`config.mk`:
```
export PLATFORM = sky130hd
export DESIGN_NAME = config_chain_ctrl
export DESIGN_NICKNAME = d
export VERILOG_FILES = /design/src/rtl/config_chain_ctrl.sv
export SDC_FILE = /design/constraint.sdc
export NUM_CORES = 1
export LEC_CHECK = 0
export ABC_CLOCK_PERIOD_IN_PS = 5600
export BUFFER_PORTS_ARGS = -buffer_cell sky130_fd_sc_hd__clkbuf_2
export CAP_MARGIN = 0
export CORE_MARGIN = 2
export CORE_UTILIZATION = 65
export DETAILED_ROUTE_END_ITERATION = 6
export PLACE_DENSITY = 0.91
export SYNTH_ARGS = -nofsm -noshare
export SYNTH_HDL_FRONTEND = slang
export SYNTH_SLANG_ARGS = --single-unit
```
`constraint.sdc`:
```
create_clock -name SYSCLK -period 5.6 [get_ports SYSCLK]
set_input_delay 1.68 -clock SYSCLK [delete_from_list [all_inputs] [get_ports SYSCLK]]
set_output_delay 1.68 -clock SYSCLK [all_outputs]
set_load 0.02 [all_outputs]
```
`src/rtl/config_chain_ctrl.sv`:
```
// config_chain_ctrl: decodes the UART command stream and drives the logic
// block's configuration scan chain. Payload bytes are shifted LSB-first onto
// the chain head while the displaced tail bits are echoed back over TX.
// Optional build macro CFG_CRC_EN: appends a CRC-8 (poly 0x07, init 0x00)
// of the payload after the last echo byte.
module config_chain_ctrl #(
    parameter int unsigned CHAIN_BYTES = 16,
    parameter logic [7:0]  CMD_WRITE   = 8'h01,
    parameter logic [7:0]  CMD_STATUS  = 8'h02
) (
    input  logic       SYSCLK,
    input  logic       SYSRST,
    input  logic       RX_VALID,
    input  logic [7:0] RX_DATA,
    input  logic       TX_READY,
    output logic       TX_VALID,
    output logic [7:0] TX_DATA,
    output logic       SHIFT_HEAD,
    input  logic       SHIFT_TAIL,
    output logic       SHIFT_ENABLE,
    output logic       USER_HOLD,
    output logic       BUSY,
    output logic       OVERRUN
);

    localparam int unsigned LEN_W  = 16;
    localparam int unsigned BYTE_W = 8;

    typedef enum logic [3:0] {
        IDLE,
        LEN_HI,
        LEN_LO,
        LOAD,
        SHIFT,
        ECHO,
        DONE,
        STAT,
        CRC_TX
    } state_t;

    state_t              state;
    logic [BYTE_W-1:0]   hold_data;
    logic                hold_full;
    logic [BYTE_W-1:0]   len_hi;
    logic [LEN_W-1:0]    cnt;
    logic [LEN_W-1:0]    last_len;
    logic [BYTE_W-2:0]   shreg;
    logic [BYTE_W-2:0]   rdreg;
    logic [2:0]          bit_cnt;

    logic take_c;
    logic stat_clr_c;
    logic len_mismatch_c;
    logic [LEN_W-1:0] len_new_c;

    // The decoder states and LOAD each consume the held byte when one is present
    assign take_c = hold_full && ((state == IDLE) || (state == LEN_HI) ||
                                  (state == LEN_LO) || (state == LOAD));
    assign stat_clr_c     = (state == STAT) && TX_VALID && TX_READY;
    assign len_mismatch_c = (last_len != LEN_W'(CHAIN_BYTES));
    assign len_new_c      = {len_hi, hold_data};

`ifdef CFG_CRC_EN
    logic [BYTE_W-1:0] crc;

    // One CRC-8 update over a whole byte, MSB first
    function automatic logic [BYTE_W-1:0] crc8_next(input logic [BYTE_W-1:0] c,
                                                    input logic [BYTE_W-1:0] d);
        logic [BYTE_W-1:0] r;
        r = c ^ d;
        for (int i = 0; i < 8; i++) begin
            r = r[7] ? ({r[6:0], 1'b0} ^ 8'h07) : {r[6:0], 1'b0};
        end
        return r;
    endfunction
`endif

    // RX holding register and sticky overrun flag
    always_ff @(posedge SYSCLK or negedge SYSRST) begin
        if (!SYSRST) begin
            hold_data <= '0;
            hold_full <= 1'b0;
            OVERRUN   <= 1'b0;
        end else begin
            if (RX_VALID && !hold_full) begin
                hold_data <= RX_DATA;
                hold_full <= 1'b1;
            end else if (take_c) begin
                hold_full <= 1'b0;
            end
            if (RX_VALID && hold_full) begin
                OVERRUN <= 1'b1;
            end else if (stat_clr_c) begin
                OVERRUN <= 1'b0;
            end
        end
    end

    // Command sequencer with registered chain and TX outputs
    always_ff @(posedge SYSCLK or negedge SYSRST) begin
        if (!SYSRST) begin
            state        <= IDLE;
            BUSY         <= 1'b0;
            TX_VALID     <= 1'b0;
            TX_DATA      <= '0;
            SHIFT_HEAD   <= 1'b0;
            SHIFT_ENABLE <= 1'b0;
            USER_HOLD    <= 1'b0;
            len_hi       <= '0;
            cnt          <= '0;
            last_len     <= '0;
            shreg        <= '0;
            rdreg        <= '0;
            bit_cnt      <= '0;
`ifdef CFG_CRC_EN
            crc          <= '0;
`endif
        end else begin
            case (state)
                IDLE: begin
                    if (hold_full) begin
                        if (hold_data == CMD_WRITE) begin
                            state <= LEN_HI;
                            BUSY  <= 1'b1;
                        end else if (hold_data == CMD_STATUS) begin
                            state    <= STAT;
                            BUSY     <= 1'b1;
                            TX_VALID <= 1'b1;
                            TX_DATA  <= {OVERRUN, len_mismatch_c, 6'b0};
                        end
                    end
                end
                LEN_HI: begin
                    if (hold_full) begin
                        len_hi <= hold_data;
                        state  <= LEN_LO;
                    end
                end
                LEN_LO: begin
                    if (hold_full) begin
                        last_len <= len_new_c;
                        cnt      <= len_new_c;
                        if (len_new_c == '0) begin
                            state <= IDLE;
                            BUSY  <= 1'b0;
                        end else begin
                            state     <= LOAD;
                            USER_HOLD <= 1'b1;
`ifdef CFG_CRC_EN
                            crc       <= '0;
`endif
                        end
                    end
                end
                LOAD: begin
                    if (hold_full) begin
                        shreg        <= hold_data[7:1];
                        SHIFT_HEAD   <= hold_data[0];
                        SHIFT_ENABLE <= 1'b1;
                        bit_cnt      <= '0;
                        state        <= SHIFT;
`ifdef CFG_CRC_EN
                        crc          <= crc8_next(crc, hold_data);
`endif
                    end
                end
                SHIFT: begin
                    // Tail bits enter at the top so the first one ends in bit 0
                    rdreg      <= {SHIFT_TAIL, rdreg[6:1]};
                    shreg      <= {1'b0, shreg[6:1]};
                    SHIFT_HEAD <= shreg[0];
                    bit_cnt    <= bit_cnt + 3'd1;
                    if (bit_cnt == 3'd7) begin
                        SHIFT_ENABLE <= 1'b0;
                        SHIFT_HEAD   <= 1'b0;
                        TX_VALID     <= 1'b1;
                        TX_DATA      <= {SHIFT_TAIL, rdreg};
                        state        <= ECHO;
                    end
                end
                ECHO: begin
                    if (TX_READY) begin
                        TX_VALID <= 1'b0;
                        cnt      <= cnt - 16'd1;
                        state    <= (cnt == 16'd1) ? DONE : LOAD;
                    end
                end
                DONE: begin
`ifdef CFG_CRC_EN
                    TX_VALID <= 1'b1;
                    TX_DATA  <= crc;
                    state    <= CRC_TX;
`else
                    USER_HOLD <= 1'b0;
                    state     <= IDLE;
                    BUSY      <= 1'b0;
`endif
                end
`ifdef CFG_CRC_EN
                CRC_TX: begin
                    if (TX_READY) begin
                        TX_VALID  <= 1'b0;
                        USER_HOLD <= 1'b0;
                        state     <= IDLE;
                        BUSY      <= 1'b0;
                    end
                end
`endif
                STAT: begin
                    if (TX_READY) begin
                        TX_VALID <= 1'b0;
                        state    <= IDLE;
                        BUSY     <= 1'b0;
                    end
                end
                default: begin
                    state <= IDLE;
                    BUSY  <= 1'b0;
                end
            endcase
        end
    end

endmodule

```
==> qor.txt, run 1 <==
=================================================================================
Input/output buffers ...............................................           26
EDFF count, synth ..................................................            0
Share of the cycle needed by the critical path after routing .......        49.4%
Setup repair after global routing missed its margin ................           no
Grt ovf ............................................................            0
Residual antenna-violating net count after detailed routing ........            0
Max Fanout on Critical Path ........................................           11
Starting utilization of the core area ..............................        66.9%
Setup TNS ..........................................................         0 ps
Startpoint of the worst-slack reg-to-reg timing path ............... state[0]$_DFFE_PN0P_
Number of clock sinks seen by CTS ..................................           83
Number of antenna violations at the first check in global routing ..            0
Area added between synthesis and finish ............................        9.47%
Warnings from Yosys ................................................            0
RePlAce Congestion .................................................        0.883
Global routing usage summed across all routing layers ..............        29.7%
Die width ..........................................................      81.8 um
Average wire per standard cell .....................................      18.3 um
TritonCTS clock tree ...............................................        built
Post-Syn Area per Cell .............................................    9.65 um^2
Post-route clock skew ..............................................      7.90 ps
Hold Path Sink ..................................................... last_len[13]$_DFFE_PN0P_
Via count of the first global-routing pass .........................        3,010
Run status .........................................................    completed
Hold path start .................................................... last_len[13]$_DFFE_PN0P_
Pin slew with the least headroom to its limit ......................      1020 ps
Max Buffers Root-to-Sink ...........................................            2
CP required ........................................................      5840 ps
Hold Path Cell Cnt .................................................            2
Inserted Clock Buffers .............................................            9
Async set-reset flop share out of synthesis ........................         100%
Final setup violation count ........................................            0
Largest area contributor in the synthesized netlist ................      dfrtp_1
Number of post-CTS setup repair buffers ............................            0
Primary flip-flop cell chosen by synthesis mapping .................      dfrtp_1
Count of mapped cells out of synthesis .............................          408
Number of vias in the routed layout ................................        3,231
Synthesized flop and latch total ...................................           83
Share of post-route cells with drive strength above 1 ..............        16.6%
HP Class ........................................................... register to register
Routed via count divided by cell count .............................         6.44
Timing-limited maximum frequency ...................................    0.361 GHz
Worst r2r path cells ...............................................            5
Leakage power summed over all cells ................................   0.00200 uW
Buffer type at the clock tree root .................................     clkbuf_8
Total Die Area .....................................................    6700 um^2
Critical path class ................................................ primary input to register
Total wire length ..................................................      9190 um
Crit path DAT ......................................................      3010 ps
Worst Setup Start Kind ............................................. primary input
Chip height ........................................................      81.8 um
Setup slack, reg-to-reg ............................................      2910 ps
Post-synthesis cell type count .....................................           56
Kind of capture point of the worst setup path ......................     register
Utilization after layout ...........................................        73.3%
Number of hold buffers added after CTS .............................            0
H-tree Lvls ........................................................            3
Register clock-pin slew on the reported worst setup and hold paths .        90 ps
Reg-to-reg critical path endpoint .................................. cnt[11]$_DFFE_PN0P_
Clock latency reported for the late side of the worst-skew pair ....       360 ps
Final Net Count ....................................................          439
Pin count of the biggest net entering global routing ...............           84
Total power per unit cell area .....................................  546 nW/um^2
Number of ports placed on the die boundary .........................           27
Fillcell total .....................................................          414
Number of gates resized after CTS ..................................            0
Maximum VDD drop ...................................................   0.000325 V
Mapped Area ........................................................    3940 um^2
Max-Slew Margin vs Limit ...........................................        31.5%
Part of the Yosys area used for sequential elements ................        52.7%
Remaining routing DRC violations ...................................            0
Antenna Cells ......................................................            0
Max Transition Viols Final .........................................            0
Detailed Route Iter0 Violations ....................................          282
Reported max-cap violation count ...................................            0
Portion of synthesized cell area occupied by the leading cell type .        52.7%
Number of hold violations in the final report ......................            0
Core area ..........................................................    5890 um^2
Cell types with the largest area share after synthesis ............. dfrtp_1, nand2_1, mux2_2, o21ai_0, nor2_1
First-pass GRT wire length .........................................    14,700 um
Total iterations of the first detailed-routing run .................            6
Post-detailed-placement half-perimeter wirelength ..................      5990 um
Final Critical Period ..............................................      2770 ps
Nets in the synthesized netlist ....................................          425
Placement row count ................................................           28
=================================================================================
flip-flops by register name (all words and copies together), names as in the netlist:
| name | count |
|---|---|
| hold_data | 8 |
| len_hi | 8 |
| state | 3 |
| bit_cnt | 3 |
| hold_full | 1 |
| SHIFT_ENABLE | 1 |
| SHIFT_HEAD | 1 |
| rdreg | 7 |
| cnt | 16 |
| TX_DATA | 8 |
| shreg | 7 |
| OVERRUN | 1 |
| USER_HOLD | 1 |
| last_len | 16 |
| BUSY | 1 |
| TX_VALID | 1 |
how the worst max path moves through the flow:
stage / endpoint / from / slack (ps) / cells after the start
2_1_floorplan: state[2]$_DFFE_PN0P_ / TX_READY / 2600 / 5
3_3_place_gp: state[2]$_DFFE_PN0P_ / TX_READY / 2530 / 5
3_5_place_dp: state[2]$_DFFE_PN0P_ / TX_READY / 2480 / 5
4_1_cts: state[2]$_DFFE_PN0P_ / TX_READY / 2860 / 5
5_1_grt: cnt[11]$_DFFE_PN0P_ / state[0]$_DFFE_PN0P_ / 2660 / 5
6_report: state[2]$_DFFE_PN0P_ / TX_READY / 2830 / 5
area by class of cell:
cell class / count / area (um^2) / share of cell area, %
clock buffers: 9 / 124 / 2.87
clock inverters: 7 / 106 / 2.47
inverters: 10 / 37.5 / 0.871
multi-input cells: 290 / 1730 / 40.0
flip-flops and latches: 83 / 2080 / 48.2
well taps: 75 / 93.8 / 2.18
repair buffers: 28 / 148 / 3.42
stage by stage:
stage	hold slack (ps)	total power, uW	std cells	area [um^2]	setup WS (ps)
2_1_floorplan	438	1600	408	3940	2600
3_3_place_gp	454	1770	486	4080	2530
3_5_place_dp	465	1830	486	4080	2480
4_1_cts	489	2340	502	4310	2860
5_1_grt	527	2500	502	4310	2660
6_report	486	2360	502	4310	2830
where the power goes:
part | leakage [uW] | switching, uW | total [uW] | internal [uW]
Sequential | 0.00103 | 296 | 1130 | 836
Clock | 0.000116 | 237 | 495 | 259
Combinational | 0.000859 | 414 | 727 | 313
Total | 0.00200 | 947 | 2360 | 1410
synth_stat cells (3+ instances only):
cell      instances
a211oi_1          4
a21oi_1          13
a22o_1            4
a22oi_1           7
a311oi_1          6
a31oi_1           5
and3_1            4
and4b_1           4
buf_2             7
clkbuf_1         16
dfrtp_1          83
ha_1              4
inv_1            10
mux2_2           18
nand2_1          98
nand3_1          11
nand3b_1          4
nand4_1           4
nor2_1           23
nor2b_1           3
nor3_1            8
nor4_1            6
o211ai_1          3
o21ai_0          20
o22ai_1           3
cells in the final DEF (no fill, tap or decap), types with 3 or more instances in the layout:
| cell type | synthesis | layout |
|---|---|---|
| and3_1 | 4 | 4 |
| mux2_2 | 18 | 18 |
| clkbuf_2 | 0 | 25 |
| o22ai_1 | 3 | 3 |
| nand3_1 | 11 | 11 |
| and4b_1 | 4 | 4 |
| nand2_1 | 98 | 98 |
| inv_1 | 10 | 10 |
| nor3_1 | 8 | 8 |
| nor2b_1 | 3 | 3 |
| a22o_1 | 4 | 4 |
| a311oi_1 | 6 | 6 |
| o211ai_1 | 3 | 3 |
| nand4_1 | 4 | 4 |
| buf_4 | 1 | 3 |
| o21ai_0 | 20 | 20 |
| ha_1 | 4 | 4 |
| a31oi_1 | 5 | 5 |
| nor4_1 | 6 | 6 |
| dfrtp_1 | 83 | 83 |
| nor2_1 | 23 | 23 |
| a21oi_1 | 13 | 13 |
| a211oi_1 | 4 | 4 |
| clkbuf_8 | 0 | 9 |
| a22oi_1 | 7 | 7 |
| nand3b_1 | 4 | 4 |
cells by family after synthesis:
logic type | count (synthesis) | share of synthesized area (%)
AOI/OAI and AO/OA | 78 | 13.2
xor gates and xnor gates | 1 | 0.222
adders and majority gates | 4 | 1.27
buffers and inverters | 35 | 3.84
DFF | 83 | 52.7
muxes | 19 | 5.40
and+or+nand+nor | 188 | 23.3
critical path, stage by stage:
cell and delay [ps]:
clkbuf_2 170, mux2_2 290, o221ai_1 370, nor2_1 100, a2111o_1 390
layer usage:
layer,vias up,track usage [%],wire [um]
met5,-,0,0
met4,0,12.7,245
met3,26,5.49,615
met2,164,47.6,4550
met1,1570,39.7,3780
li1,1471,-,-
Note: power is estimated with default switching activity, not from simulation.
==> run 2: changes to the inputs <==
==> config.mk (replaced) <==
export PLATFORM = sky130hd
export DESIGN_NAME = config_chain_ctrl
export DESIGN_NICKNAME = d
export VERILOG_FILES = /design/src/rtl/config_chain_ctrl.sv
export SDC_FILE = /design/constraint.sdc
export NUM_CORES = 1
export LEC_CHECK = 0
export ABC_CLOCK_PERIOD_IN_PS = 2300
export BUFFER_PORTS_ARGS = -buffer_cell sky130_fd_sc_hd__clkbuf_2
export CAP_MARGIN = 0
export CORE_MARGIN = 2
export CORE_UTILIZATION = 54
export DETAILED_ROUTE_END_ITERATION = 6
export PLACE_DENSITY = 0.81
export SYNTH_ARGS = -nofsm -noshare
export SYNTH_HDL_FRONTEND = slang
export SYNTH_SLANG_ARGS = --single-unit
==> constraint.sdc (replaced) <==
create_clock -name SYSCLK -period 2.3 [get_ports SYSCLK]
set_input_delay 0.69 -clock SYSCLK [delete_from_list [all_inputs] [get_ports SYSCLK]]
set_output_delay 0.69 -clock SYSCLK [all_outputs]
set_load 0.02 [all_outputs]
==> run 2 against run 1 <==
Net effect: core utilization shrank 11 points; count of clock-buffer cells in the layout is the same; clock skew grew 2.9 ps; cell area grew 3.9%; power grew 140%; critical path type is now register to register; critical endpoint unchanged; largest power group unchanged.
==> qor.txt, run 2 (synthesis gave the netlist of run 1 again) <==
=================================================================================
Number of hold buffers added after CTS .............................            0
Fillcell total .....................................................          581
Largest registers .................................................. cnt x16, last_len x16
Residual antenna-violating net count after detailed routing ........            0
Switching power ....................................................      2310 uW
Total iterations of the first detailed-routing run .................            5
H-tree Lvls ........................................................            3
Crit path DAT ......................................................      2330 ps
Number of vias in the routed layout ................................        3,253
Die width ..........................................................      89.4 um
Critical path class ................................................ register to register
Share of total power in sequential cells ...........................        46.0%
Power Internal .....................................................      3450 uW
Buffer type at the clock tree root .................................     clkbuf_8
First-pass GRT wire length .........................................    15,100 um
Starting utilization of the core area ..............................        54.9%
Max Buffers Root-to-Sink ...........................................            2
Pin count of the biggest net entering global routing ...............           32
Average wire per standard cell .....................................      17.0 um
Input/output buffers ...............................................           26
Via count of the first global-routing pass .........................        3,146
Share of the cycle needed by the critical path after routing .......        90.8%
Number of clock sinks seen by CTS ..................................           83
Routed via count divided by cell count .............................         5.96
Worst Setup Start Kind .............................................     register
Chip height ........................................................      89.4 um
Clock latency reported for the late side of the worst-skew pair ....       370 ps
Clock Power Share ..................................................        19.3%
Final Critical Period ..............................................      2090 ps
TritonCTS clock tree ...............................................        built
Reported max-cap violation count ...................................            0
Logic gate share of total power ....................................        34.8%
Post-detailed-placement half-perimeter wirelength ..................      6530 um
Placement row count ................................................           31
Post-route clock skew ..............................................      10.8 ps
Max Fanout on Critical Path ........................................            6
Final Net Count ....................................................          459
Worst hold slack ...................................................       220 ps
Total Die Area .....................................................    7990 um^2
Core area ..........................................................    7180 um^2
Maximum VDD drop ...................................................   0.000442 V
Leakage power summed over all cells ................................   0.00209 uW
Switching Share ....................................................        40.1%
HP Class ........................................................... primary input to async pin
Detailed Route Iter0 Violations ....................................          206
Total power per unit cell area ..................................... 1290 nW/um^2
Setup TNS ..........................................................         0 ps
Remaining routing DRC violations ...................................            0
Number of post-CTS setup repair buffers ............................            0
Area added between synthesis and finish ............................        13.8%
Setup repair after global routing missed its margin ................           no
Share of post-route cells with drive strength above 1 ..............        20.4%
Timing-limited maximum frequency ...................................    0.479 GHz
Antenna Cells ......................................................            0
Footprint of the multi-input gates .................................    1730 um^2
Number of ports placed on the die boundary .........................           27
Final setup violation count ........................................            0
Register clock-pin slew on the reported worst setup and hold paths .       100 ps
CP required ........................................................      2540 ps
Global routing usage summed across all routing layers ..............        25.2%
Total area of sequential cells .....................................    2080 um^2
Total wire length ..................................................      9260 um
Kind of capture point of the worst setup path ......................     register
Max Transition Viols Final .........................................            0
Run status .........................................................    completed
Number of hold violations in the final report ......................            0
Inserted Clock Buffers .............................................            9
Pin slew with the least headroom to its limit ......................       783 ps
Grt ovf ............................................................            0
Most frequent cells in the layout .................................. nand2_1, dfrtp_1, clkbuf_2
Max-Slew Margin vs Limit ...........................................        47.8%
Number of gates resized after CTS ..................................            0
Number of antenna violations at the first check in global routing ..            0
Most common cell after layout, fill and taps aside .................      nand2_1
RePlAce Congestion .................................................        0.928
=================================================================================
[run 2: changes by cell type in the layout (fill, tap and decap cells not counted), sizes merged]
cell,previous run,this run
buf,3,23
bufinv,2,1
clkinvlp,0,1
[run 2: path summary, 6_finish.rpt]
check / from / endpoint / slack (ps) / depth (start not counted)
worst max-delay path: bit_cnt[0]$_DFFE_PN0P_ / state[2]$_DFFE_PN0P_ / 210 / 6
worst min register to register: shreg[1]$_DFFE_PN0P_ / shreg[1]$_DFFE_PN0P_ / 480 / 2
max in group asynchronous: SYSRST / cnt[0]$_DFFE_PN0P_ / 1540 / 2
worst max register to register: bit_cnt[0]$_DFFE_PN0P_ / state[2]$_DFFE_PN0P_ / 210 / 6
min in group SYSCLK: shreg[1]$_DFFE_PN0P_ / shreg[1]$_DFFE_PN0P_ / 480 / 2
worst min-delay path: SYSRST / TX_DATA[3]$_DFFE_PN0P_ / 220 / 1
[run 2: cell type report]
| cell class | count | share of cell area, % |
|---|---|---|
| Timing Repair Buffer | 48 | 6.92 |
| Sequential cell | 83 | 46.3 |
| Clock inverter | 7 | 1.87 |
| Inverter | 10 | 0.838 |
| Tap cell | 99 | 2.76 |
| Clock buffer | 9 | 2.76 |
| Multi-Input combinational cell | 290 | 38.5 |
[run 2: per-layer routing]
metal	global-route usage, %	routed length [um]
met1	32.5	4070
met2	41.1	4550
met3	5.91	419
met4	10.0	219
met5	0	0
[run 2: stage by stage]
step | std cells | power (uW) | setup slack [ps] | cell area (um^2) | util [%]
after global routing | 546 | 6170 | 78.6 | 4480 | 62.5
after global placement | 530 | 4520 | 202 | 4270 | 59.6
after floorplan | 408 | 3900 | 285 | 3940 | -
after CTS | 546 | 5750 | 199 | 4480 | 62.5
final | 546 | 5760 | 211 | 4480 | 62.5
after detailed placement | 530 | 4640 | 147 | 4270 | 59.6
[run 2: critical path: stages (launching register included)]
cell and delay (ps):
dfrtp_1 400, ha_1 200, ha_1 240, mux2_2 280, o221ai_1 360, nor2_1 90, a2111o_1 390
[run 2: power by group through the flow]
stage               sequential, uW  combinational [uW]  clock [uW]
floorplan                     2470                1420           0
global placement              2620                1900           0
detailed placement            2650                1990           0
CTS                           2630                2000        1130
global route                  2720                2250        1200
finish                        2650                2000        1110
==> run 3: changes to the inputs <==
--- a/config.mk
+++ b/config.mk
@@ -5,13 +5,14 @@
 export SDC_FILE = /design/constraint.sdc
 export NUM_CORES = 1
 export LEC_CHECK = 0
+export ABC_AREA = 1
 export ABC_CLOCK_PERIOD_IN_PS = 2300
 export BUFFER_PORTS_ARGS = -buffer_cell sky130_fd_sc_hd__clkbuf_2
 export CAP_MARGIN = 0
 export CORE_MARGIN = 2
-export CORE_UTILIZATION = 54
+export CORE_UTILIZATION = 55
 export DETAILED_ROUTE_END_ITERATION = 6
-export PLACE_DENSITY = 0.81
+export PLACE_DENSITY = 0.82
 export SYNTH_ARGS = -nofsm -noshare
 export SYNTH_HDL_FRONTEND = slang
 export SYNTH_SLANG_ARGS = --single-unit
==> run 3 against run 2 <==
Net effect: first-iteration DRC count up 2.9%; power up 8.2%; hold slack worse by 23 ps; synthesized cell count up 28%; combinational power up 32%; worst setup slack better by 190 ps; clock skew down 0.65 ps; flip-flop and latch count unchanged; synthesized area up 6.7%; via count up 6.5%; core utilization down 0.30 points.
==> qor.txt, run 3 <==
=================================================================================
Crit path max-delay family ......................................... simple AND/OR/NAND/NOR gates
Part of the Yosys area used for sequential elements ................        49.4%
Maximum VDD drop ...................................................   0.000737 V
Post-synthesis cell type count .....................................           36
Starting utilization of the core area ..............................        57.3%
Via count of the first global-routing pass .........................        3,362
Setup TNS ..........................................................         0 ps
Count of mapped cells out of synthesis .............................          522
Met1 Use GR ........................................................        32.4%
TritonCTS clock tree ...............................................        built
Max Transition Viols Final .........................................            0
Startpoint of the worst-slack reg-to-reg timing path ............... state[1]$_DFFE_PN0P_
Largest area contributor in the synthesized netlist ................      dfrtp_1
Register clock-pin slew on the reported worst setup and hold paths .        80 ps
Area added between synthesis and finish ............................        8.43%
Most frequent cells after synthesis ................................ nand2_1, dfrtp_1, nor2_1, inv_1, a21oi_1
Routed via count divided by cell count .............................         5.32
Portion of synthesized cell area occupied by the leading cell type .        49.4%
Worst r2r path cells ...............................................            7
Synthesized flop and latch total ...................................           83
Number of post-CTS setup repair buffers ............................            0
Most common cell after layout, fill and taps aside .................      nand2_1
Kind of capture point of the worst setup path ......................     register
Worst setup path endpoint .......................................... bit_cnt[2]$_DFFE_PN0P_
Mapped Area ........................................................    4200 um^2
Largest registers .................................................. cnt x16, last_len x16
Worst Setup Start Kind .............................................     register
Timing-limited maximum frequency ...................................    0.526 GHz
Most frequent cell after synthesis .................................      nand2_1
Setup slack, reg-to-reg ............................................       400 ps
Post-detailed-placement half-perimeter wirelength ..................      6630 um
Max Fanout on Critical Path ........................................           21
Final Net Count ....................................................          564
Worst path depth ...................................................            7
Buffer type at the clock tree root .................................     clkbuf_8
Number of clock sinks seen by CTS ..................................           83
Warnings from Yosys ................................................            0
Max Buffers Root-to-Sink ...........................................            2
Cell types with the largest area share after synthesis ............. dfrtp_1, nand2_1, nor2_1, inv_1, a21oi_1
Final setup violation count ........................................            0
Slowest library cell on the worst path .............................      dfrtp_1
Max incr delay on CP ...............................................       550 ps
Run status .........................................................    completed
Series of cell instances along the critical path ................... clkinv_4, nand2_4, nor2_4, inv_2, nand2_2, inv_2, a22o_1
Detailed Route Iter0 Violations ....................................          212
H-tree Lvls ........................................................            3
Clock latency reported for the late side of the worst-skew pair ....       360 ps
First-pass GRT wire length .........................................    15,900 um
EDFF count, synth ..................................................            0
Total Die Area .....................................................    8360 um^2
Async set-reset flop share out of synthesis ........................         100%
Post-route clock skew ..............................................      10.2 ps
Most frequent cells in the layout .................................. nand2_1, dfrtp_1, nor2_1
Critical path class ................................................ register to register
Setup repair after global routing missed its margin ................           no
Primary flip-flop cell chosen by synthesis mapping .................      dfrtp_1
Die width ..........................................................      91.4 um
Total iterations of the first detailed-routing run .................            7
Average wire per standard cell .....................................      14.0 um
Pin slew with the least headroom to its limit ......................       495 ps
Number of hold violations in the final report ......................            0
Met2 global-route usage ............................................        38.2%
CP required ........................................................      2550 ps
Placement row count ................................................           31
Input/output buffers ...............................................           26
WP buf/inv .........................................................            3
Reg-to-reg critical path endpoint .................................. bit_cnt[2]$_DFFE_PN0P_
Antenna Cells ......................................................            0
Grt ovf ............................................................            0
Core area ..........................................................    7330 um^2
Final Critical Period ..............................................      1900 ps
Reported max-cap violation count ...................................            0
Worst hold slack ...................................................       198 ps
Pin count of the biggest net entering global routing ...............           39
Number of antenna violations at the first check in global routing ..            0
Fillcell total .....................................................          634
Residual antenna-violating net count after detailed routing ........            0
Remaining routing DRC violations ...................................            0
Max-Slew Margin vs Limit ...........................................        66.9%
RePlAce Congestion .................................................        0.909
Number of ports placed on the die boundary .........................           27
Number of vias in the routed layout ................................        3,464
Crit path DAT ......................................................      2150 ps
HP Class ........................................................... primary input to async pin
Total power per unit cell area ..................................... 1370 nW/um^2
Global routing met3 resource utilization ...........................        4.56%
Share of the cycle needed by the critical path after routing .......        82.7%
Post-Syn Area per Cell .............................................    8.05 um^2
Number of gates resized after CTS ..................................            0
Nets in the synthesized netlist ....................................          539
Cell type with the highest occurrence count on the critical path ...        inv_2
Share of post-route cells with drive strength above 1 ..............        15.4%
Busiest layer in global routing ....................................         met2
First element of the critical path ................................. state[1]$_DFFE_PN0P_
Leakage power summed over all cells ................................   0.00227 uW
Global routing usage summed across all routing layers ..............        23.9%
Inserted Clock Buffers .............................................            9
Chip height ........................................................      91.4 um
Number of hold buffers added after CTS .............................            0
Total wire length ..................................................      9100 um
=================================================================================
run 3: layout make-up:
type                            instances  area [um^2]  area share (%)
Multi-Input combinational cell        370         1800            39.5
Clock inverter                          4         25.0           0.549
Sequential cell                        83         2080            45.6
Clock buffer                           12          155            3.40
Timing Repair Buffer                   29          168            3.68
Inverter                               54          208            4.56
Tap cell                               99          124            2.72
run 3: how the worst min path moves through the flow:
stage / slack, ps / depth (start not counted) / to / from
3_5_place_dp: 460 / 2 / rdreg[3]$_DFFE_PN0P_ / rdreg[3]$_DFFE_PN0P_
4_1_cts: 190 / 1 / last_len[6]$_DFFE_PN0P_ / SYSRST
5_1_grt: 200 / 1 / last_len[6]$_DFFE_PN0P_ / SYSRST
3_3_place_gp: 460 / 2 / rdreg[2]$_DFFE_PN0P_ / rdreg[2]$_DFFE_PN0P_
2_1_floorplan: 390 / 0 / BUSY$_DFFE_PN0P_ / SYSRST
6_report: 200 / 1 / last_len[5]$_DFFE_PN0P_ / SYSRST
run 3: stage by stage:
stage          util, %  total power [uW]  std cells  setup slack (ps)  instance area, um^2
2_1_floorplan        -              4660        522               924                 4200
3_5_place_dp      59.7              5270        635               407                 4380
4_1_cts           62.2              6250        651               394                 4560
3_3_place_gp      59.7              5160        635               483                 4380
5_1_grt           62.2              6770        651               197                 4560
6_report          62.2              6230        651               397                 4560
run 3: worst register-to-register path: stages (launching register included):
cell	delay [ps]
dfrtp_1	550
clkinv_4	140
nand2_4	80
nor2_4	380
inv_2	210
nand2_2	160
inv_2	100
a22o_1	190
run 3: cell families after synthesis:
family          count (synthesis)  synth area share [%]
compound gates                 91                  13.5
buf+inv                        69                  7.74
simple gates                  272                  27.5
xor+xnor                        3                 0.625
flops                          83                  49.4
fa+ha+maj                       4                  1.19
run 3: layer usage:
| layer | vias up | wire [um] |
|---|---|---|
| li1 | 1720 | - |
| met5 | - | 0 |
| met2 | 85 | 4270 |
| met4 | 0 | 237 |
| met1 | 1640 | 4180 |
| met3 | 19 | 405 |
run 3: power by group:
| group | total [uW] | internal, uW | switching [uW] |
|---|---|---|---|
| logic | 2650 | 887 | 1760 |
| clock network | 976 | 448 | 528 |
| registers | 2610 | 2100 | 511 |
